$ cat src/rtl/store_buffer_pkg.sv
// Shared types and constants for the store buffer: entry layout and pointer width.
// Latency: n/a (types only).
// Backpressure: n/a (types only).
package store_buffer_pkg;

    localparam int SB_DEPTH  = 4;
    localparam int SB_ADDR_W = 32;
    localparam int SB_DATA_W = 32;
    localparam int PTR_W     = $clog2(SB_DEPTH);

    // One buffered store: a full word and its word-aligned byte address.
    typedef struct packed {
        logic [SB_ADDR_W-1:0] addr;
        logic [SB_DATA_W-1:0] data;
    } entry_t;

endpackage

$ cat src/rtl/sb_match.sv
// Address CAM over the store buffer: finds the youngest valid entry matching an address.
// Latency: combinational.
// Backpressure: none; pure lookup.
// Ports: entry_addr/valid = stored addresses and live bits, head = oldest slot,
//        addr = lookup address, hit/idx = match found and youngest matching slot.
module sb_match
    import store_buffer_pkg::*;
#(
    parameter int DEPTH  = SB_DEPTH,
    parameter int ADDR_W = SB_ADDR_W
) (
    input  logic [ADDR_W-1:0] entry_addr [DEPTH],
    input  logic [DEPTH-1:0]  valid,
    input  logic [PTR_W-1:0]  head,
    input  logic [ADDR_W-1:0] addr,
    output logic              hit,
    output logic [PTR_W-1:0]  idx
);

    logic [DEPTH-1:0] eq;

    always_comb begin
        eq = '0;
        for (int k = 0; k < DEPTH; k++) begin
            eq[k] = valid[k] && (entry_addr[k] == addr);
        end
    end

    // Walk slots oldest-to-youngest starting at head; a later match overrides,
    // so the surviving index is the youngest store to that word.
    always_comb begin
        hit = 1'b0;
        idx = head;
        for (int k = 0; k < DEPTH; k++) begin
            if (eq[head + PTR_W'(k)]) begin
                hit = 1'b1;
                idx = head + PTR_W'(k);
            end
        end
    end

endmodule

$ cat src/rtl/store_buffer.sv
// Posted-write FIFO between MEM stage and data memory; loads take the port first.
// Latency: store reaches memory >=1 cycle after acceptance; loads are combinational.
// Backpressure: stall_o on full (without same-cycle pop), ungranted load, or active fence.
// Ports: clk_i/rst_n_i; cpu_* = MEM-stage request and load data; fence_i/fence_busy_o = drain;
//        mem_* = shared memory port (mem_gnt_i = port owned this cycle).
// Build option: define STORE_BUF_FWD_EN to forward buffered data to matching loads;
//        otherwise a matching load waits until those stores have drained.
module store_buffer
    import store_buffer_pkg::*;
#(
    parameter int DEPTH  = SB_DEPTH,
    parameter int ADDR_W = SB_ADDR_W,
    parameter int DATA_W = SB_DATA_W
) (
    input  logic              clk_i,
    input  logic              rst_n_i,
    input  logic              cpu_wr_i,
    input  logic              cpu_rd_i,
    input  logic [ADDR_W-1:0] cpu_addr_i,
    input  logic [DATA_W-1:0] cpu_data_i,
    output logic [DATA_W-1:0] cpu_data_o,
    output logic              stall_o,
    input  logic              fence_i,
    output logic              fence_busy_o,
    input  logic              mem_gnt_i,
    output logic              mem_we_o,
    output logic              mem_re_o,
    output logic [ADDR_W-1:0] mem_addr_o,
    output logic [DATA_W-1:0] mem_data_o,
    input  logic [DATA_W-1:0] mem_data_i
);

    entry_t             ents     [DEPTH];
    logic [ADDR_W-1:0]  ent_addr [DEPTH];
    logic [DEPTH-1:0]   valid;
    logic [PTR_W-1:0]   head;
    logic [PTR_W-1:0]   tail;
    logic [PTR_W:0]     count;

    logic               empty;
    logic               full;
    logic               fence_hold;
    logic               hit;
    logic [PTR_W-1:0]   hit_idx;
    logic               load_stall;
    logic               load_go;
    logic               store_stall;
    logic               push;
    logic               pop;
    logic [DATA_W-1:0]  load_data;

    always_comb begin
        for (int k = 0; k < DEPTH; k++) begin
            ent_addr[k] = ents[k].addr;
        end
    end

    sb_match #(
        .DEPTH  (DEPTH),
        .ADDR_W (ADDR_W)
    ) u_match (
        .entry_addr (ent_addr),
        .valid      (valid),
        .head       (head),
        .addr       (cpu_addr_i),
        .hit        (hit),
        .idx        (hit_idx)
    );

    assign empty      = (count == '0);
    assign full       = (count == (PTR_W+1)'(DEPTH));
    assign fence_hold = fence_i & ~empty;

`ifdef STORE_BUF_FWD_EN
    // A forwarded load is served from the buffer, so it does not need the grant.
    assign load_stall = cpu_rd_i & (fence_hold | (~hit & ~mem_gnt_i));
    assign load_data  = hit ? ents[hit_idx].data : mem_data_i;
`else
    // A load to a word still in the buffer waits; the port drains meanwhile.
    logic unused_ok;
    assign unused_ok  = &{1'b0, hit_idx};
    assign load_stall = cpu_rd_i & (fence_hold | hit | ~mem_gnt_i);
    assign load_data  = mem_data_i;
`endif

    assign load_go = cpu_rd_i & ~load_stall;

    // Any accepted load owns the cycle, so draining waits for a load-free cycle.
    assign pop         = ~load_go & mem_gnt_i & ~empty;
    assign store_stall = cpu_wr_i & (fence_hold | (full & ~pop));
    assign push        = cpu_wr_i & ~store_stall;

    assign stall_o      = load_stall | store_stall;
    assign fence_busy_o = fence_hold;
    assign mem_re_o     = cpu_rd_i & mem_gnt_i & ~stall_o;
    assign mem_we_o     = pop;
    assign mem_addr_o   = mem_re_o ? cpu_addr_i : (pop ? ents[head].addr : '0);
    assign mem_data_o   = pop ? ents[head].data : '0;
    assign cpu_data_o   = cpu_rd_i ? load_data : '0;

    always_ff @(posedge clk_i or negedge rst_n_i) begin
        if (!rst_n_i) begin
            head  <= '0;
            tail  <= '0;
            count <= '0;
            valid <= '0;
        end else begin
            if (pop) begin
                valid[head] <= 1'b0;
                head        <= head + PTR_W'(1);
            end
            // When full with a pop, tail equals head; this later write re-validates the slot.
            if (push) begin
                valid[tail] <= 1'b1;
                tail        <= tail + PTR_W'(1);
            end
            unique case ({push, pop})
                2'b10:   count <= count + (PTR_W+1)'(1);
                2'b01:   count <= count - (PTR_W+1)'(1);
                default: count <= count;
            endcase
        end
    end

    // Payload needs no reset: valid bits gate every use of it.
    always_ff @(posedge clk_i) begin
        if (push) begin
            ents[tail] <= '{addr: cpu_addr_i, data: cpu_data_i};
        end
    end

endmodule

$ cat config.mk
export PLATFORM = sky130hd
export DESIGN_NAME = store_buffer
export DESIGN_NICKNAME = d
export VERILOG_FILES = /design/src/rtl/store_buffer_pkg.sv /design/src/rtl/sb_match.sv /design/src/rtl/store_buffer.sv
export SDC_FILE = /design/constraint.sdc
export NUM_CORES = 1
export LEC_CHECK = 0
export ABC_AREA = 1
export ABC_CLOCK_PERIOD_IN_PS = 4600
export BUFFER_PORTS_ARGS = -buffer_cell sky130_fd_sc_hd__buf_2
export CAP_MARGIN = 20
export CORE_MARGIN = 3
export CORE_UTILIZATION = 45
export CTS_CLUSTER_DIAMETER = 100
export DETAILED_ROUTE_END_ITERATION = 6
export PLACE_DENSITY = 0.68
export SYNTH_ARGS = -nofsm -noshare
export SYNTH_HDL_FRONTEND = slang
export SYNTH_SLANG_ARGS = --single-unit
$ cat constraint.sdc
create_clock -name clk_i -period 4.6 [get_ports clk_i]
set_input_delay 0.23 -clock clk_i [delete_from_list [all_inputs] [get_ports clk_i]]
set_output_delay 0.23 -clock clk_i [all_outputs]
set_load 0.05 [all_outputs]
==> reports/results.ini, run 1 <==
[run_status]
status = complete, no violations

[pwr]
power_frac_clock_pct = 24.3
finalPower_mw = 8.85
power.net_switching_mw = 3.72
p_seq_share_pct = 36.9
swShare_pct = 42.0
leakagePower_nw = 6.66
ir_worst_vdd_v = 0.000439
powerDensity_nw_per_um2 = 566
p_int_mw = 5.13
combPwrFrac_pct = 38.8

[clock_network]
cts_buffers = 28
ctsResizeCount = 0
worst_skew_pair.late_latency_ns = 0.56
cts.hold.buffers_added = 46
cts-root-buf = clkbuf_16
htreeDepth = 1
cts_tree = done
clkTransAtPathRegs_ns = 0.06
cts_setup_buffers = 0
cts.sinks = 267
clock_path_buffers = 3

[synth]
synth-async-reset-ratio_pct = 4.12
ys_ff_latch = 267
synth_top_area_share_pct = 59.1
syn-num-nets = 1439
seq_area_frac_synth_pct = 61.2
synth.most_common_cell = nand2_1
ys_warn_count = 0
synth_area_leaders = edfxtp_1 (59%), nand2_1 (9.8%), a21oi_1 (4.8%)
synth_enable_flop_cells = 256
synth_largest_area_cell = edfxtp_1
synth_cells = 1327
synth_cell_type_count = 37
synthTopCellsByCount = nand2_1 (341), edfxtp_1 (256), inv_1 (158)
avgSynthCellArea_um2 = 9.80
synth-main-ff-cell = edfxtp_1
syn-cell-area_um2 = 13000

[placed_design]
gp_congestion = 0.842
portBuffers = 201
hpwl_um = 21600
dp_slack_ns = 1.26
dp.cells = 1846

[sta]
tns_ns = 0
hold_slack_ns = 0.0141
finClkSkew_ns = 0.0254
post-route-period-util_pct = 82.0
fin_crit_ns = 3.77
hold_violations = 0
fmax_ghz = 0.265
tightest_slew_ns = 0.987
worst_slack_ns = 0.828
setup_viol = 0
finalMaxSlewViolations = 0
rsz0062_at_grt = false
slew_headroom_pct = 34.2

[final_layout]
multi_input_area_um2 = 4120
fillCellCount = 2447
fin_cells = 1941
regArea_um2 = 7970
drive_gt1_share_pct = 17.0
antenna_cells = 0
synthToLayoutAreaGrowth_pct = 20.2
num-nets-final = 1656

[hold_path]
min_path_type = input port to flop
whs_endpoint = ents[2][63]
holdPathStages = 1
hp-start = cpu_addr_i[31]

[critical_path]
crit_top_cell = nand2_1
worst-path-max-fanout = 35
slowest_stage = dlygate4sd3_1
crit_family = buffers and inverters
reg2reg_from = ents[1][34]
rrSetupSlack_ns = 1.30
cpPeakStageDelay_ns = 0.53
setup.worst_path.start_class = input port
reg2reg_depth = 14
cp.required_ns = 4.37
arrival_ns = 3.54
path_buf_inv = 7
crit_chain = dlygate4sd3_1 > buf_2 > inv_1 > nand2_1 > nand2_1 > nand3b_1 > nor2_1 > nand2_1 > nor2_1 > nand2_1 > nand2_1 > nor2_2 > nand3_2 > nand2_4 > buf_4 > inv_1 > buf_4 > o21ai_0 > nand2_1 > buf_2
path_class = input port to primary output
r2r_end = ents[0][41]
endpoint_kind = primary output

[route]
wl_um = 34400
wl_per_cell_um = 17.7
drtPass1Iterations = 5
viasPerCell = 5.22
antenna_left = 0
vias = 10128
dr.first_iter.drc_count = 904
drcViolationCount = 0

[global_routing]
track_usage_pct = 21.9
grt_antenna_before_repair = 0
grt_pass1_vias = 10178
grt_pass1_wl_um = 54200
gr-total-overflow = 0
grt_max_degree = 96

[die]
num_rows = 61
die_area_um2 = 31000
start_util_pct = 46.2
core_area_um2 = 28200
die_y_um = 176
ioPinCount = 202
die_x_um = 176

[run]
max_cap_violations = 0

placed cells by master (no fill, tap or decap), drive strengths merged, types with 32 or more instances in the layout:
cell type / synthesis / routed
edfxtp: 256 / 256
a221oi: 32 / 32
dlygate4sd3: 0 / 46
a21oi: 124 / 124
nand3: 63 / 63
inv: 160 / 160
nor2: 69 / 69
o21ai: 88 / 88
clkbuf: 56 / 37
nand2: 345 / 345
buf: 21 / 218
cell families after synthesis:
kind of cell,count (synthesis),share of synthesized area (%)
compound gates,275,12.1
xor+xnor,45,3.03
fa+ha+maj,10,1.02
buf+inv,238,7.36
flops,267,61.2
simple gates,492,15.3
per-layer routing:
metal | global-route usage, % | part of all wire (%) | vias up
met2 | 36.2 | 48 | 396
li1 | - | - | 4946
met5 | 0 | 0 | -
met1 | 29.8 | 42 | 4720
met3 | 3.74 | 7.4 | 66
met4 | 6.60 | 2.3 | 0
power by group through the flow:
| stage | registers (mW) | clock network, mW | logic (mW) |
|---|---|---|---|
| detailed placement | 3.31 | 0 | 3.41 |
| CTS | 3.27 | 2.18 | 3.45 |
| finish | 3.27 | 2.15 | 3.44 |
| floorplan | 3.23 | 0 | 2.54 |
| global route | 3.30 | 2.29 | 3.74 |
| global placement | 3.30 | 0 | 3.36 |
cell type report:
type                            count  area share (%)
Sequential cell                   267            51.0
Multi-Input combinational cell    822            26.3
Timing Repair Buffer              264            10.3
Clock buffer                       37            4.70
Inverter                          161            3.87
Tap cell                          378            3.03
Clock inverter                     12           0.816
flip-flops by register name, summed over array words and instances, names as in the netlist:
signal  cells
ents      256
count       3
tail        2
valid       4
head        2
metrics by stage:
step                      cell area, µm²  utilization, %
after global routing               15600            55.5
after floorplan                    13000               -
after global placement             14300            50.8
after CTS                          15600            55.5
after detailed placement           14300            50.8
final                              15600            55.5
worst max-delay path by stage:
stage	from	to	slack (ns)	depth (start not counted)
global route	cpu_addr_i[7]	mem_addr_o[16]	0.56	20
global placement	cpu_addr_i[13]	ents[0][28]	1.30	18
detailed placement	cpu_addr_i[13]	ents[0][28]	1.26	18
CTS	cpu_addr_i[7]	mem_addr_o[8]	0.82	20
floorplan	ents[0][60]	ents[0][0]	-0.13	15
finish	cpu_addr_i[7]	mem_addr_o[8]	0.83	20
Note: power is estimated with default switching activity, not from simulation.
==> run 2, diff against run 1 <==
--- a/config.mk
+++ b/config.mk
@@ -5,15 +5,15 @@
 export SDC_FILE = /design/constraint.sdc
 export NUM_CORES = 1
 export LEC_CHECK = 0
-export ABC_AREA = 1
-export ABC_CLOCK_PERIOD_IN_PS = 4600
+export ABC_AREA = 0
+export ABC_CLOCK_PERIOD_IN_PS = 3600
 export BUFFER_PORTS_ARGS = -buffer_cell sky130_fd_sc_hd__buf_2
 export CAP_MARGIN = 20
 export CORE_MARGIN = 3
 export CORE_UTILIZATION = 45
 export CTS_CLUSTER_DIAMETER = 100
 export DETAILED_ROUTE_END_ITERATION = 6
-export PLACE_DENSITY = 0.68
+export PLACE_DENSITY = 0.66
 export SYNTH_ARGS = -nofsm -noshare
 export SYNTH_HDL_FRONTEND = slang
 export SYNTH_SLANG_ARGS = --single-unit
==> constraint.sdc (replaced) <==
create_clock -name clk_i -period 3.6 [get_ports clk_i]
set_input_delay 0.18 -clock clk_i [delete_from_list [all_inputs] [get_ports clk_i]]
set_output_delay 0.18 -clock clk_i [all_outputs]
set_load 0.05 [all_outputs]
==> run 2 against run 1 <==
- register-to-register slack got worse by 1.1 ns
- utilization is 1.9 points higher
- critical endpoint is now mem_data_o[13]
- synthesized cell count fell by 40%
==> reports/results.ini, run 2 <==
[clock_network]
cts_buffers = 29  ; was 28
clkTransAtPathRegs_ns = 0.06  ; about the same
clock_path_buffers = 3  ; unchanged
cts_tree = done  ; unchanged
worst_skew_pair.late_latency_ns = 0.55  ; was 0.56 ns
htreeDepth = 1  ; unchanged
cts-root-buf = clkbuf_16  ; unchanged
cts.sinks = 267  ; unchanged

[placed_design]
hpwl_um = 19800  ; was 21,600 µm
dp_slack_ns = 0.394  ; was 1.26 ns
gp_congestion = 0.869  ; was 0.842
portBuffers = 201  ; unchanged

[die]
die_x_um = 173  ; was 176 µm
die_y_um = 173  ; was 176 µm
num_rows = 60  ; was 61
core_area_um2 = 27300  ; was 28,200 µm²
start_util_pct = 46.2  ; about the same
ioPinCount = 202  ; unchanged
die_area_um2 = 30000  ; was 31,000 µm²

[final_layout]
final_cell_mix = edfxtp_1 (256), buf_2 (200), xnor2_1 (70), nand2_1 (67), dlygate4sd3_1 (65)  ; was nand2_1 (341), edfxtp_1 (256), buf_2 (201), inv_1 (158), a21oi_1 (124)
num-nets-final = 1170  ; was 1,656
synthToLayoutAreaGrowth_pct = 24.2  ; was 20.2%
drive_gt1_share_pct = 32.1  ; was 17.0%
largestRegisters = ents: 256 flops, valid: 4 flops, count: 3 flops  ; unchanged
largest_reg_flops = 256  ; unchanged
antenna_cells = 0  ; unchanged
fillCellCount = 2134  ; was 2,447
largest-register = ents  ; unchanged
final_common_cell = edfxtp_1  ; was nand2_1

[critical_path]
slowest_stage = dlygate4sd3_1  ; unchanged
path_class = input port to primary output  ; unchanged
arrival_ns = 3.29  ; was 3.54 ns
worst-path-max-fanout = 34  ; was 35
setup.worst_path.start_class = input port  ; unchanged
crit_chain = dlygate4sd3_1 > buf_2 > xor2_1 > nor4_1 > and3_1 > nand3_1 > nand3_2 > buf_4 > o21ai_4 > buf_4 > nor2b_1 > buf_2  ; was dlygate4sd3_1 > buf_2 > inv_1 > nand2_1 > nand2_1 > nand3b_1 > nor2_1 > nand2_1 > nor2_1 > nand2_1 > nand2_1 > nor2_2 > nand3_2 > nand2_4 > buf_4 > inv_1 > buf_4 > o21ai_0 > nand2_1 > buf_2
startpoint = cpu_addr_i[29]  ; was cpu_addr_i[7]
cpPeakStageDelay_ns = 0.56  ; was 0.53 ns
reg2reg_depth = 12  ; was 14
cp.required_ns = 3.42  ; was 4.37 ns
path_buf_inv = 5  ; was 7
reg2reg_from = count[2]  ; was ents[1][34]
endpoint_kind = primary output  ; unchanged
crit_family = buffers and inverters  ; unchanged
crit_cells = 12  ; was 20

[global_routing]
grt_pass1_vias = 7812  ; was 10,178
grt_pass1_wl_um = 46900  ; was 54,200 µm
grt_antenna_before_repair = 0  ; unchanged
gr-total-overflow = 0  ; unchanged
grt_max_degree = 65  ; was 96
track_usage_pct = 20.1  ; was 21.9%

[synth]
synth_enable_flop_cells = 256  ; unchanged
synth.most_common_cell = edfxtp_1  ; was nand2_1
syn-num-nets = 913  ; was 1,439
synth-async-reset-ratio_pct = 4.12  ; unchanged
synth_cell_type_count = 42  ; was 37
synth_cells = 801  ; was 1,327
synth_top_area_share_pct = 61.1  ; was 59.1%
syn-cell-area_um2 = 12600  ; was 13,000 µm²
synth-main-ff-cell = edfxtp_1  ; unchanged
ys_warn_count = 0  ; unchanged
avgSynthCellArea_um2 = 15.7  ; was 9.80 µm²
seq_area_frac_synth_pct = 63.3  ; was 61.2%
ys_ff_latch = 267  ; unchanged
synth_area_leaders = edfxtp_1 (61%), mux4_2 (11%), xnor2_1 (5.1%)  ; was edfxtp_1 (59%), nand2_1 (9.8%), a21oi_1 (4.8%)
synth_largest_area_cell = edfxtp_1  ; unchanged
synthTopCellsByCount = edfxtp_1 (256), xnor2_1 (73), nand2_1 (67)  ; was nand2_1 (341), edfxtp_1 (256), inv_1 (158)

[route]
wl_per_cell_um = 21.0  ; was 17.7 µm
dr.first_iter.drc_count = 648  ; was 904
drtPass1Iterations = 5  ; unchanged
drcViolationCount = 0  ; unchanged
antenna_left = 0  ; unchanged
vias = 7628  ; was 10,128
viasPerCell = 5.26  ; was 5.22
wl_um = 30400  ; was 34,400 µm

[sta]
fin_crit_ns = 3.47
rsz0062_at_grt = false  ; unchanged
slew_headroom_pct = 50.8  ; was 34.2%
setup_viol = 0  ; unchanged
tightest_slew_ns = 0.737  ; was 0.987 ns
fmax_ghz = 0.288
post-route-period-util_pct = 96.3
finalMaxSlewViolations = 0  ; unchanged
hold_slack_ns = 0.0581  ; was 0.0141 ns
hold_violations = 0  ; unchanged
worst_slack_ns = 0.134  ; was 0.828 ns
finClkSkew_ns = 0.0111  ; was 0.0254 ns

[pwr]
ir_worst_vdd_v = 0.000563  ; was 0.000439 V
powerDensity_nw_per_um2 = 711  ; was 566 nW/µm²
leakagePower_nw = 5.72  ; was 6.66 nW

[hold_path]
min_path_type = input port to async pin  ; was input port to flop

[run_status]
status = complete, no violations  ; unchanged

[run]
max_cap_violations = 0  ; unchanged

run 2: cell count changes after synthesis, moves of 31 or more:
cell	before	now
mux4_2	0	64
xor2_1	20	51
o21ai_0	78	3
nor2b_1	0	32
nand2_1	341	67
mux2i_1	0	33
a21oi_1	124	0
nor2_1	68	7
inv_1	158	21
and2_1	0	36
nand3_1	62	6
xnor2_1	25	73
a221oi_1	32	0
run 2: where the power goes:
group / switching [mW] / internal (mW)
sequential: 0.312 / 3.91
clock: 1.17 / 1.61
combinational: 2.55 / 1.56
total: 4.03 / 7.08
run 2: worst paths after layout:
check / end / slack (ns)
hold reg to reg: valid[3] / 0.52
setup reg to reg: count[2] / 0.24
min in group clk_i: valid[0] / 0.23
hold / removal: head[1] / 0.06
setup / recovery: mem_data_o[13] / 0.13
max in group asynchronous: head[0] / 3.30
run 2: kinds of logic (layout without fill, tap and decap cells):
group,Yosys count,after routing,share of synthesized area [%]
compound gates,24,24,1.66
xor+xnor,125,125,8.76
simple gates,191,192,7.96
fa+ha+maj,10,10,1.05
mux,99,99,14.3
flops,267,267,63.3
buf+inv,85,361,3.02
run 2: area by class of cell:
type                    count  area [µm²]  area share, %
clock buffers              33         741           4.74
repair buffers            288        1910           12.2
clock inverters            18         145          0.928
well taps                 372         465           2.98
inverters                  22        82.6          0.528
multi-input cells         450        4320           27.6
flip-flops and latches    267        7970           51.0
run 2: layer usage:
layer | up-vias | GRT usage [%] | share of wire, %
li1 | 3494 | - | -
met1 | 3824 | 28.8 | 43
met2 | 272 | 32.8 | 48
met3 | 38 | 3.39 | 6.3
met4 | 0 | 4.53 | 2.2
met5 | - | 0 | 0
run 2: repair_timing:
action,4_1_cts,5_1_grt
cloned,1,0
pin swaps,2,0
endpoints found under the setup margin,15,61
setup buffers,2,0
hold endpoints to repair,265,0
gates resized for setup,1,6
hold buffers,65,0
run 2: metrics by stage:
step                      TNS [ns]  std cells  cell area [µm²]  total power, mW  utilization, %
after CTS                        0       1450            15600             11.2            57.2
after detailed placement         0       1331            14000             8.36            51.4
after global placement           0       1331            14000             8.33            51.4
after global routing             0       1450            15600             11.6            57.4
after floorplan             -53.49        801            12600             7.23               -
final                            0       1450            15600             11.1            57.4
